[src/rtl/matrix_pkg.sv]
// Shared constants, state encoding and request range check for the matrix-store read arbiter.
package matrix_pkg;

  localparam int unsigned MAT_W       = 200;
  localparam int unsigned DIM_W       = 3;
  localparam int unsigned IDX_W       = 2;
  localparam int unsigned MAX_DIM     = 5;
  localparam int unsigned MAX_IDX     = 1;
  localparam int unsigned NUM_CLI_DEF = 3;
  // Width of a client index; covers up to four clients.
  localparam int unsigned CLI_W       = 2;

  typedef enum logic [1:0] {
    StIdle  = 2'd0,
    StIssue = 2'd1,
    StWait  = 2'd2,
    StResp  = 2'd3
  } arb_state_e;

  // True when a request addresses a real matrix: dims 1..MAX_DIM, slot 0..MAX_IDX.
  function automatic logic req_in_range(input logic [DIM_W-1:0] row,
                                        input logic [DIM_W-1:0] col,
                                        input logic [IDX_W-1:0] idx);
    return (row != '0) && (row <= DIM_W'(MAX_DIM)) &&
           (col != '0) && (col <= DIM_W'(MAX_DIM)) &&
           (idx <= IDX_W'(MAX_IDX));
  endfunction

endpackage

[src/rtl/rr_pick3.sv]
// Round-robin priority pick: first requester found searching upward from last_grant+1.
module rr_pick3
  import matrix_pkg::*;
#(
  parameter int unsigned NUM_CLI = NUM_CLI_DEF
) (
  input  logic [NUM_CLI-1:0] i_req,
  input  logic [CLI_W-1:0]   i_last,
  output logic [NUM_CLI-1:0] o_onehot,
  output logic [CLI_W-1:0]   o_idx,
  output logic               o_valid
);

  logic [CLI_W-1:0] w_cand;

  // Walk the clients in rotation order and stop at the first active request.
  always_comb begin
    o_onehot = '0;
    o_idx    = '0;
    o_valid  = 1'b0;
    w_cand   = '0;
    for (int unsigned k = 1; k <= NUM_CLI; k++) begin
      w_cand = CLI_W'((32'(i_last) + k) % NUM_CLI);
      if (!o_valid && i_req[w_cand]) begin
        o_valid          = 1'b1;
        o_onehot[w_cand] = 1'b1;
        o_idx            = w_cand;
      end
    end
  end

endmodule

[src/rtl/matrix_rd_arbiter.sv]
// Shares one matrix-store read port among NUM_CLI requesters with round-robin arbitration,
// request range pre-check and a response timeout. All outputs come straight from registers.
module matrix_rd_arbiter
  import matrix_pkg::*;
#(
  parameter int unsigned TIMEOUT_CYC = 16,
  parameter int unsigned NUM_CLI     = NUM_CLI_DEF
) (
  input  logic                     i_clk,
  input  logic                     i_rst_n,
  input  logic [NUM_CLI-1:0]       i_cli_req,
  input  logic [NUM_CLI*DIM_W-1:0] i_cli_row,
  input  logic [NUM_CLI*DIM_W-1:0] i_cli_col,
  input  logic [NUM_CLI*IDX_W-1:0] i_cli_idx,
  output logic [NUM_CLI-1:0]       o_cli_grant,
  output logic [NUM_CLI-1:0]       o_cli_ready,
  output logic [NUM_CLI-1:0]       o_cli_err,
  output logic [MAT_W-1:0]         o_cli_data,
  output logic [DIM_W-1:0]         o_cli_dim_m,
  output logic [DIM_W-1:0]         o_cli_dim_n,
  output logic                     o_busy,
  output logic                     o_read_en,
  output logic [DIM_W-1:0]         o_rd_row,
  output logic [DIM_W-1:0]         o_rd_col,
  output logic [IDX_W-1:0]         o_rd_mat_index,
  input  logic [MAT_W-1:0]         i_rd_data_flow,
  input  logic                     i_rd_ready,
  input  logic                     i_err_rd
);

  localparam int unsigned CNT_W = $clog2(TIMEOUT_CYC + 1);

  arb_state_e         r_state, w_state_nxt;
  logic [CNT_W-1:0]   r_cnt, w_cnt_nxt;
  logic [CLI_W-1:0]   r_last, w_last_nxt;
  logic [NUM_CLI-1:0] r_grant, w_grant_nxt;
  logic [NUM_CLI-1:0] r_ready, w_ready_nxt;
  logic [NUM_CLI-1:0] r_err, w_err_nxt;
  logic               r_read_en, w_read_en_nxt;
  logic               r_busy, w_busy_nxt;
  logic [DIM_W-1:0]   r_row, w_row_nxt;
  logic [DIM_W-1:0]   r_col, w_col_nxt;
  logic [IDX_W-1:0]   r_idx, w_idx_nxt;
  logic [DIM_W-1:0]   r_dim_m, w_dim_m_nxt;
  logic [DIM_W-1:0]   r_dim_n, w_dim_n_nxt;
  logic [MAT_W-1:0]   r_data, w_data_nxt;

  logic [NUM_CLI-1:0] w_win_onehot;
  logic [CLI_W-1:0]   w_win_idx;
  logic               w_win_any;
  logic [DIM_W-1:0]   w_win_row;
  logic [DIM_W-1:0]   w_win_col;
  logic [IDX_W-1:0]   w_win_slot;

  rr_pick3 #(
    .NUM_CLI (NUM_CLI)
  ) u_pick (
    .i_req    (i_cli_req),
    .i_last   (r_last),
    .o_onehot (w_win_onehot),
    .o_idx    (w_win_idx),
    .o_valid  (w_win_any)
  );

  assign w_win_row  = i_cli_row[32'(w_win_idx) * DIM_W +: DIM_W];
  assign w_win_col  = i_cli_col[32'(w_win_idx) * DIM_W +: DIM_W];
  assign w_win_slot = i_cli_idx[32'(w_win_idx) * IDX_W +: IDX_W];

  // Next-state and next-output logic; pulses default low every cycle.
  always_comb begin
    w_state_nxt   = r_state;
    w_cnt_nxt     = r_cnt;
    w_last_nxt    = r_last;
    w_grant_nxt   = r_grant;
    w_ready_nxt   = '0;
    w_err_nxt     = '0;
    w_read_en_nxt = 1'b0;
    w_row_nxt     = r_row;
    w_col_nxt     = r_col;
    w_idx_nxt     = r_idx;
    w_dim_m_nxt   = r_dim_m;
    w_dim_n_nxt   = r_dim_n;
    w_data_nxt    = r_data;
    unique case (r_state)
      StIdle: begin
        if (w_win_any) begin
          w_grant_nxt = w_win_onehot;
          w_last_nxt  = w_win_idx;
          w_row_nxt   = w_win_row;
          w_col_nxt   = w_win_col;
          w_idx_nxt   = w_win_slot;
          if (req_in_range(w_win_row, w_win_col, w_win_slot)) begin
            w_state_nxt   = StIssue;
            w_read_en_nxt = 1'b1;
          end else begin
            // Out-of-range request never reaches the store.
            w_state_nxt = StResp;
            w_err_nxt   = w_win_onehot;
          end
        end
      end
      StIssue: begin
        w_cnt_nxt   = '0;
        w_state_nxt = StWait;
      end
      StWait: begin
        if (i_err_rd) begin
          // Error outranks a coincident rd_ready; captured data is left alone.
          w_state_nxt = StResp;
          w_err_nxt   = r_grant;
        end else if (i_rd_ready) begin
          w_state_nxt = StResp;
          w_ready_nxt = r_grant;
          w_data_nxt  = i_rd_data_flow;
          w_dim_m_nxt = r_row;
          w_dim_n_nxt = r_col;
        end else if (r_cnt == CNT_W'(TIMEOUT_CYC - 1)) begin
          w_state_nxt = StResp;
          w_err_nxt   = r_grant;
        end else begin
          w_cnt_nxt = r_cnt + CNT_W'(1);
        end
      end
      StResp: begin
        w_grant_nxt = '0;
        w_state_nxt = StIdle;
      end
      default: w_state_nxt = StIdle;
    endcase
    w_busy_nxt = (w_state_nxt != StIdle);
  end

  // State and registered outputs; reset leaves client 0 first in line.
  always_ff @(posedge i_clk or negedge i_rst_n) begin
    if (!i_rst_n) begin
      r_state   <= StIdle;
      r_cnt     <= '0;
      r_last    <= CLI_W'(NUM_CLI - 1);
      r_grant   <= '0;
      r_ready   <= '0;
      r_err     <= '0;
      r_read_en <= 1'b0;
      r_busy    <= 1'b0;
      r_row     <= '0;
      r_col     <= '0;
      r_idx     <= '0;
      r_dim_m   <= '0;
      r_dim_n   <= '0;
      r_data    <= '0;
    end else begin
      r_state   <= w_state_nxt;
      r_cnt     <= w_cnt_nxt;
      r_last    <= w_last_nxt;
      r_grant   <= w_grant_nxt;
      r_ready   <= w_ready_nxt;
      r_err     <= w_err_nxt;
      r_read_en <= w_read_en_nxt;
      r_busy    <= w_busy_nxt;
      r_row     <= w_row_nxt;
      r_col     <= w_col_nxt;
      r_idx     <= w_idx_nxt;
      r_dim_m   <= w_dim_m_nxt;
      r_dim_n   <= w_dim_n_nxt;
      r_data    <= w_data_nxt;
    end
  end

  assign o_cli_grant    = r_grant;
  assign o_cli_ready    = r_ready;
  assign o_cli_err      = r_err;
  assign o_cli_data     = r_data;
  assign o_cli_dim_m    = r_dim_m;
  assign o_cli_dim_n    = r_dim_n;
  assign o_busy         = r_busy;
  assign o_read_en      = r_read_en;
  assign o_rd_row       = r_row;
  assign o_rd_col       = r_col;
  assign o_rd_mat_index = r_idx;

endmodule

[config.mk]
export PLATFORM = sky130hd
export DESIGN_NAME = matrix_rd_arbiter
export DESIGN_NICKNAME = d
export VERILOG_FILES = /design/src/rtl/matrix_pkg.sv /design/src/rtl/rr_pick3.sv /design/src/rtl/matrix_rd_arbiter.sv
export SDC_FILE = /design/constraint.sdc
export NUM_CORES = 1
export LEC_CHECK = 0
export ABC_AREA = 1
export CAP_MARGIN = 10
export CORE_AREA = 2 2 179 181
export DETAILED_ROUTE_END_ITERATION = 10
export DIE_AREA = 0 0 181 183
export RECOVER_POWER = 50
export SYNTH_ARGS = -nofsm -noshare
export SYNTH_HDL_FRONTEND = slang
export SYNTH_SLANG_ARGS = --single-unit
[constraint.sdc]
create_clock -name i_clk -period 2.7 [get_ports i_clk]
set_input_delay 0.27 -clock i_clk [delete_from_list [all_inputs] [get_ports i_clk]]
set_output_delay 0.27 -clock i_clk [all_outputs]
set_load 0.01 [all_outputs]
; ---- Word level (Yosys, flattened, before mapping)
; Index checks and enable logic that the tools add are counted.
[totals]
reg_bits = 234
latch_bits = 0
ramBits = 0
mem_bits_ro = 0
in_bits = 231
wordCells = 111
memories = 0
[classes]
n_addsub = 4
multipliers = 1
div_mod_pow = 3
order_cmp = 9
n_eq_ne = 8
n_shift = 3
mux = 45
bitwise_logic = 3
n_reduce_logical = 21
[ops]
columns = cell, n
row1 = $mod A32 B2 Y32 const B, 3
row2 = $mux W3, 12
row3 = $shiftx A9 B5 Y3, 2
row4 = $mux W2, 8
row5 = $mux W5, 3
row6 = $mux W1, 12
row7 = $pmux W3 S2, 2
row8 = $pmux W5 S2, 1
row9 = $logic_and A1 B1 Y1, 9
row10 = $lt A2 B3 Y1 const B, 3
row11 = $pmux W2 S4, 1
row12 = $add A2 B2 Y3 const B, 2
row13 = $bmux W1 S2, 3
row14 = $demux W1 S2, 3
row15 = $ge A2 B1 Y1 const B, 3
row16 = $le A3 B3 Y1 const B, 2
row17 = $ne A2 B2 Y1 const B, 3
row18 = $or A3 B3 Y3, 2
row19 = $reduce_bool A2 Y1, 3
row20 = $reduce_bool A3 Y1, 2
row21 = $shiftx A6 B4 Y2, 1
row22 = $add A5 B1 Y5 const B, 1
row23 = $eq A5 B4 Y1 const B, 1
row24 = $eq A2 B2 Y1 const B, 2
row25 = 11 further kinds, 13

; ---- Depth between registers and ports, before layout
; Gate-level depths: netlist of the first run.
[logic_depth]
ltp_word = 22
mapped_depth = 19
depth_no_buf = 18

; ---- Modules after synthesis
; A second synthesis of the first run with hierarchy kept.
[hier_totals]
cells_unflattened = 695
area_unflattened_um2 = 10015.9
[modules_own_cells]
columns = module, instances, cells_each, area_each_um2, seq_area_each_um2
row1 = matrix_rd_arbiter, 1, 631, 9686.8, 5856.9
row2 = rr_pick3, 1, 64, 329.1, 0.0

; ---- Worst setup path after synthesis of the first run
; No wires, ideal clock.
[synth_path]
path_kind = reg2reg
startpoint = register r_last[1]
endpoint = register r_state[1]
arrival_ns = 2.139
required_ns = 2.571
slack_ns = 0.432
path_stages_with_launch = 19
n_path_buf = 1
synth_period_minus_slack_ns = 2.268
path_cell_list = dfstp_2 -> ha_1 -> inv_2 -> nand2_2 -> nand3_2 -> nand2_2 -> inv_2 -> nor2_2 -> nand2_1 -> nand2_1 -> nor2_2 -> inv_2 -> buf_6 -> nand2_1 -> nand2_1 -> a21oi_2 -> nand4_2 -> nor2_2 -> nor2_1
[synth_between]
elab_chain_len = 21
word_cells_on_any_way = 38
classes_between = add/sub (3) / mul (1) / div (3) / order compare (3) / shift (3) / mux (15) / reduce/logical (10)
[synth_lines]
columns = item, line
row1 = from (decl), matrix_rd_arbiter.sv:35  ; logic [CLI_W-1:0] r_last, w_last_nxt;
row2 = from (signal assigned), matrix_rd_arbiter.sv:138  ; r_last <= CLI_W'(NUM_CLI - 1);
row3 = from (signal assigned), matrix_rd_arbiter.sv:153  ; r_last <= w_last_nxt;
row4 = $add A2 B1 Y3, rr_pick3.sv:23  ; w_cand = CLI_W'((32'(i_last) + k) % NUM_CLI);
row5 = $mod A32 B2 Y32, rr_pick3.sv:23
row6 = $bmux W1 S2, rr_pick3.sv:24  ; if (!o_valid && i_req[w_cand]) begin
row7 = $mux W1 (implied by the code), rr_pick3.sv:24
row8 = $mux W1, rr_pick3.sv:24
row9 = $logic_not A1 Y1, rr_pick3.sv:24
row10 = $logic_and A1 B1 Y1, rr_pick3.sv:24
row11 = $mux W1, rr_pick3.sv:24
row12 = [4 not listed], n/a
row13 = $shiftx A9 B5 Y3, matrix_rd_arbiter.sv:65  ; assign w_win_row = i_cli_row[32'(w_win_idx) * DIM_W +: DIM_W];
row14 = $le A3 B3 Y1 or $reduce_bool A3 Y1 (tied branches), matrix_pkg.sv:24  ; return (row != '0) && (row <= DIM_W'(MAX_DIM)) &&
row15 = $logic_and A1 B1 Y1 (2 in a row), matrix_pkg.sv:24
row16 = $logic_and A1 B1 Y1 (2 in a row), matrix_pkg.sv:25  ; (col != '0) && (col <= DIM_W'(MAX_DIM)) &&
row17 = $mux W2, matrix_rd_arbiter.sv:92  ; if (req_in_range(w_win_row, w_win_col, w_win_slot)) begin
row18 = $mux W2 *, matrix_rd_arbiter.sv:86  ; if (w_win_any) begin
row19 = $pmux W2 S4 *, matrix_rd_arbiter.sv:84  ; unique case (r_state)
row20 = net w_state_nxt[1], matrix_rd_arbiter.sv:33  ; arb_state_e r_state, w_state_nxt;
row21 = to (signal assigned), matrix_rd_arbiter.sv:136  ; r_state <= StIdle;
row22 = to (signal assigned), matrix_rd_arbiter.sv:151  ; r_state <= w_state_nxt;
row23 = to (decl), matrix_rd_arbiter.sv:33
; The timed path passes the listed nets; every way through them passes the cells marked *. The select of a mux whose other input is x is not followed.
; A chain may end at the register's enable or synchronous reset.

; ---- Worst setup path after layout of the first run
; Ends and elaborated chain as after synthesis.

==> impl_metrics.csv, run 1 <==
group,metric,value,unit
die,die-height,183,µm
grt,grt_pass1_wl,44000,µm
timing,setup_ws,0.223,ns
timing,hold_viol_final,0,
clock_network,cts_root_buf,"clkbuf_16",
place,dp_hpwl,22200,µm
cells_and_area,area_growth,65.2,%
routing,via_per_inst,4.47,
die,die_area,0.0331,mm²
routing,vias,7099,
place,gp_congestion,0.820,
routing,dr.pass1.iters,4,
timing,fmax,0.404,GHz
run_status,violations,"capacitance limit, slew limit",
cells_and_area,largest_register_ffs,200,
setup_path,arrival,2.87,ns
pwr,p_leak,0.00677,µW
timing,setup_violations,0,
routing,drtAntennaViolNets,0,
place,placed_area,0.0146,mm²
setup_path,cp_slowest_stage_delay,0.58,ns
place,preCtsSetupSlack,0.0692,ns
setup_path,start_kind,"register",
cells_and_area,final_nets,1408,
synthesis,synth_fp_nets,934,
setup_path,cp-end-kind,"register",
timing,drv_slew,65,
clock_network,cts_made_buffers,27,
job,maxCapViolCount,1,
routing,drc,0,
setup_path,crit_slowest_cell,"dfstp_2",
cells_and_area,most-common-layout-cells,"clkdlybuf4s50_1, dfrtp_1, mux2_2",
timing,worst_pin_slew,1.73,ns
synthesis,yosys_warnings,0,
grt,antenna_found_initial,1,
cells_and_area,drive_gt1_share,24.5,%
cells_and_area,n_antenna_cell,0,
setup_path,cpMostUsedCell,"nand2_1",
die,start_util,30.0,%
timing,finalSetupTns,0,ns
clock_network,cts_tree,"yes",
grt,grt_pass1_vias,7414,
grt,track_usage,17.0,%
clock_network,h-tree-depth,1,
die,rows,65,
clock_network,clkTransAtPathRegs,0.06,ns
setup_path,cpLargestDelayFamily,"simple AND/OR/NAND/NOR gates",
grt,grt-ovfl-total,0,
cells_and_area,layout_commonest_cell,"clkdlybuf4s50_1",
worst_hold_path,hold_path_class,"input port to register",
die,ioPinCount,456,
die,coreArea,0.0312,mm²
clock_network,post_cts_buffers,0,
pwr,p_per_area,1180,mW/mm²
place,placed_cells,1539,
timing,min_period,2.48,ns
clock_network,cts_sinks,234,
die,die_x,181,µm
run_status,outcome,"complete, but fails checks",
cells_and_area,finalInstanceArea,0.0155,mm²
pwr,peakVddDrop,0.625,mV
setup_path,cp.required,3.09,ns
timing,period_share,91.7,%
setup_path,crit_buf_inv,4,
clock_network,clk_latency,0.54,ns
synthesis,netlist_instances,693,
setup_path,crit_path_cell_trace,"inv_1, ha_2, inv_2, nand3_2, nand2_4, inv_2, nor2_2, nand2_1, nand2_1, nor2_4, buf_4, nand3_1, nand2_1, nand3_1, nand4_2, nor2_2, nor2_1",
clock_network,clockBufferDepth,3,
routing,drt-wirelength-per-cell,18.3,µm
cells_and_area,fin_cells,1588,
timing,skew,0.0244,ns
synthesis,ys_types,28,
setup_path,critical_path_class,"register to register",
synthesis,synth_seq_cells,234,
place,io_buffers,455,
synthesis,synth-seq-area-share,62.4,%
synthesis,synth_area,0.00938,mm²
timing,maxSlewHeadroom,-15.5,%
routing,wl,29000,µm
synthesis,syn_avg_cell_area,13.5,µm²
timing,hold_ws,0.341,ns
grt,grt_max_degree,66,
routing,initialDrtViolationCount,270,
setup_path,cp_max_fo,6,
[synth_stat cells]
master    count  area share (%)
inv_1        33             1.3
inv_2         4            0.16
nand2_2       2            0.13
buf_2         2            0.11
nor3b_1       1           0.080
a31oi_1       1           0.067
dfrtp_1     233              62
nor2_2        5            0.33
nand3_2       2            0.21
o21ai_0      15            0.80
nand4_2       1            0.13
nand4_1       1           0.067
a21oi_1       7            0.37
buf_6         3            0.36
nand3b_1      1           0.080
nor3_1        5            0.27
o22ai_1       4            0.27
mux2_2      205              25
nand2_1      78             3.1
and2_1        1           0.067
a21oi_2       1           0.093
nor2_1       18            0.72
clkbuf_1     25             1.0
dfstp_2       1            0.28
a211oi_1      2            0.16
o21ai_1       2            0.11
ha_1         10             1.3
nand3_1      30             1.6
[timing repair]
action                     in CTS  in global routing
hold buffers                    1                  0
hold endpoints to repair       61                  0
setup endpoints to repair       0                  5
resized for setup               0                 15
[report_power, final]
group | switching, µW | total (µW) | leakage, µW | internal (µW)
Clock | 1400 | 3620 | 0.000442 | 2210
Sequential | 836 | 6060 | 0.00282 | 5230
Combinational | 3780 | 8550 | 0.00351 | 4770
[final cells by class]
type                       instances  area, µm²
multi-input combinational        392       3300
clock buffer                      40        795
timing repair buffer             475       4810
fill                            2789      15700
inverter                          37        141
tap                              402        503
sequential                       234       5860
clock inverter                     8       93.8
[through the flow]
step	total power (µW)	util, %
floorplan	10100	-
global placement	14800	46.7
detailed placement	14900	46.7
CTS	18700	49.5
global route	19400	49.6
finish	18200	49.6
[metal layers]
metal  GRT usage, %  wire length [µm]
met5              0                13
met2           29.1             14300
met1           21.1             11600
met4           4.59               792
met3           4.92              2330
[cells by family after synthesis]
kind of cell / synth area share [%]
adder cells (fa/ha/maj): 1.33
AND/OR/NAND/NOR: 6.82
multiplexers: 24.6
flip-flops: 62.4
buffers and inverters: 2.95
AO/OA/AOI/OAI: 1.87
[path summary, 6_finish.rpt]
kind                                    startpoint         endpoint  slack (ns)  depth (start not counted)
worst max-delay path                     r_last[1]       r_state[1]        0.22                         17
min in group asynchronous                  i_rst_n  o_cli_data[107]        0.75                          2
worst min-delay path            i_rd_data_flow[90]   o_cli_data[90]        0.34                          2
worst max register to register           r_last[1]       r_state[1]        0.22                         17
max in group asynchronous                  i_rst_n  o_cli_data[114]        0.49                          3
worst min register to register      o_cli_data[59]   o_cli_data[59]        0.50                          1
Power figures use the tool's default switching activity.
==> run 2, diff against run 1 <==
Settings changed: CTS_CLUSTER_DIAMETER set to 60.
==> run 2 against run 1 <==
  * The flow still finishes with violations (capacitance limit, slew limit)
  * Clock skew decreased by 0.013 ns
  * Wire length increased by 0.14%
  * Worst hold slack got worse by 0.0030 ns
  * Critical path depth unchanged
  * Via count about the same
==> impl_metrics.csv, run 2 (synthesis results as in run 1) <==
group,metric,value,unit
clock_network,clkTransAtPathRegs,0.06,ns
clock_network,post_cts_buffers,0,
place,placed_area,0.0146,mm²
setup_path,arrival,2.88,ns
cells_and_area,postLayoutCoreUtil,50.0,%
routing,drc,0,
place,dp_hpwl,22200,µm
setup_path,crit_buf_inv,4,
timing,hold_viol_final,0,
run_status,outcome,"complete, but fails checks",
setup_path,cpLargestDelayFamily,"simple AND/OR/NAND/NOR gates",
clock_network,h-tree-depth,1,
timing,fmax,0.405,GHz
cells_and_area,largest_register_ffs,200,
clock_network,cts_sinks,234,
setup_path,critical_path_class,"register to register",
run_status,violations,"capacitance limit, slew limit",
cells_and_area,final_nets,1410,
die,ioPinCount,456,
place,io_buffers,455,
timing,min_period,2.47,ns
routing,drtAntennaViolNets,0,
routing,drt-wirelength-per-cell,18.3,µm
timing,setup_violations,0,
pwr,clkPwrFrac,21.4,%
cells_and_area,n_antenna_cell,0,
grt,grt_pass1_vias,7449,
job,maxCapViolCount,1,
routing,dr.pass1.iters,4,
die,rows,65,
clock_network,cts_root_buf,"clkbuf_16",
timing,drv_slew,65,
die,die_x,181,µm
setup_path,crit_path_cell_trace,"inv_1, ha_2, inv_2, nand3_2, nand2_4, inv_2, nor2_2, nand2_1, nand2_1, nor2_4, buf_4, nand3_1, nand2_1, nand3_1, nand4_2, nor2_2, nor2_1",
die,die-height,183,µm
routing,wl,29000,µm
worst_hold_path,hold_path_class,"input port to register",
pwr,seqPwrFrac,32.6,%
pwr,p_int,12500,µW
pwr,switchingPower,6110,µW
cells_and_area,finalInstanceArea,0.0156,mm²
clock_network,clk_latency,0.54,ns
clock_network,cts_tree,"yes",
cells_and_area,layout_commonest_cell,"clkdlybuf4s50_1",
grt,grt-ovfl-total,0,
place,preCtsSetupSlack,0.0692,ns
die,die_area,0.0331,mm²
clock_network,cts_made_buffers,29,
pwr,pwr-share-comb,46.0,%
routing,initialDrtViolationCount,234,
setup_path,start_kind,"register",
clock_network,clockBufferDepth,3,
timing,skew,0.0117,ns
setup_path,cp-end-kind,"register",
pwr,p_per_area,1190,mW/mm²
setup_path,cpMostUsedCell,"nand2_1",
grt,grt_max_degree,66,
routing,vias,7102,
die,start_util,30.0,%
setup_path,crit_slowest_cell,"dfstp_2",
cells_and_area,area_growth,66.3,%
timing,maxSlewHeadroom,-13.8,%
place,gp_congestion,0.820,
setup_path,cp_slowest_stage_delay,0.57,ns
pwr,p_leak,0.00681,µW
die,coreArea,0.0312,mm²
pwr,peakVddDrop,0.642,mV
routing,via_per_inst,4.47,
grt,track_usage,17.1,%
timing,period_share,91.5,%
pwr,power,18600,µW
pwr,netSwitchingFraction,32.9,%
grt,grt_pass1_wl,44100,µm
cells_and_area,drive_gt1_share,24.7,%
grt,antenna_found_initial,1,
setup_path,cp.required,3.11,ns
cells_and_area,most-common-layout-cells,"clkdlybuf4s50_1, dfrtp_1, mux2_2",
timing,setup_ws,0.229,ns
timing,worst_pin_slew,1.71,ns
setup_path,cp_max_fo,6,
-- run 2: worst paths after layout --
kind | startpoint | endpoint | slack (ns) | depth (start not counted)
setup / recovery | r_last[1] | r_state[1] | 0.23 | 17
hold / removal | i_rd_data_flow[1] | o_cli_data[1] | 0.34 | 2
setup reg to reg | r_last[1] | r_state[1] | 0.23 | 17
hold reg to reg | o_cli_data[108] | o_cli_data[108] | 0.50 | 1
max in group asynchronous | i_rst_n | o_cli_data[114] | 0.48 | 3
min in group asynchronous | i_rst_n | o_cli_data[107] | 0.75 | 2
-- run 2: repair_timing --
| item | in CTS | in global routing |
|---|---|---|
| gates resized for setup | 0 | 15 |
| endpoints found under the hold margin | 61 | 0 |
| hold buffers | 1 | 0 |
| setup endpoints to repair | 0 | 5 |
-- run 2: cell type report --
type,count,area (µm²)
Fill cell,2775,15600
Tap cell,402,503
Inverter,37,141
Multi-Input combinational cell,392,3300
Clock buffer,37,796
Timing Repair Buffer,475,4810
Clock inverter,13,196
Sequential cell,234,5860
-- run 2: power by group through the flow --
stage,registers (µW),logic [µW],clock network [µW]
after detailed placement,6150,8790,0
after floorplan,6870,3190,0
after CTS,6110,8830,4120
after global routing,6320,9190,4270
final,6060,8540,3970
after global placement,6080,8760,0
-- run 2: worst reg2reg max path, delay by kind of cell, from the launching register on --
family                   cells  cell delay, ns
adder cells (fa/ha/maj)      1            0.20
AND/OR/NAND/NOR             12            1.20
buffers and inverters        4            0.38
flip-flops                   1            0.57
-- run 2: per-layer routing --
layer	wire (µm)	global-route usage, %	vias up
met5	16	0	-
met4	739	4.78	2
met3	2340	4.92	46
met2	14300	29.2	317
met1	11600	21.1	3419
li1	-	-	3318
-- run 2: through the flow --
| step | TNS, ns | cells | hold slack (ns) |
|---|---|---|---|
| after CTS | 0 | 1590 | 0.292 |
| after floorplan | 0 | 693 | -0.0256 |
| final | 0 | 1590 | 0.338 |
| after global routing | -0.000927 | 1590 | 0.309 |
| after detailed placement | 0 | 1539 | 0.280 |
| after global placement | 0 | 1539 | 0.274 |
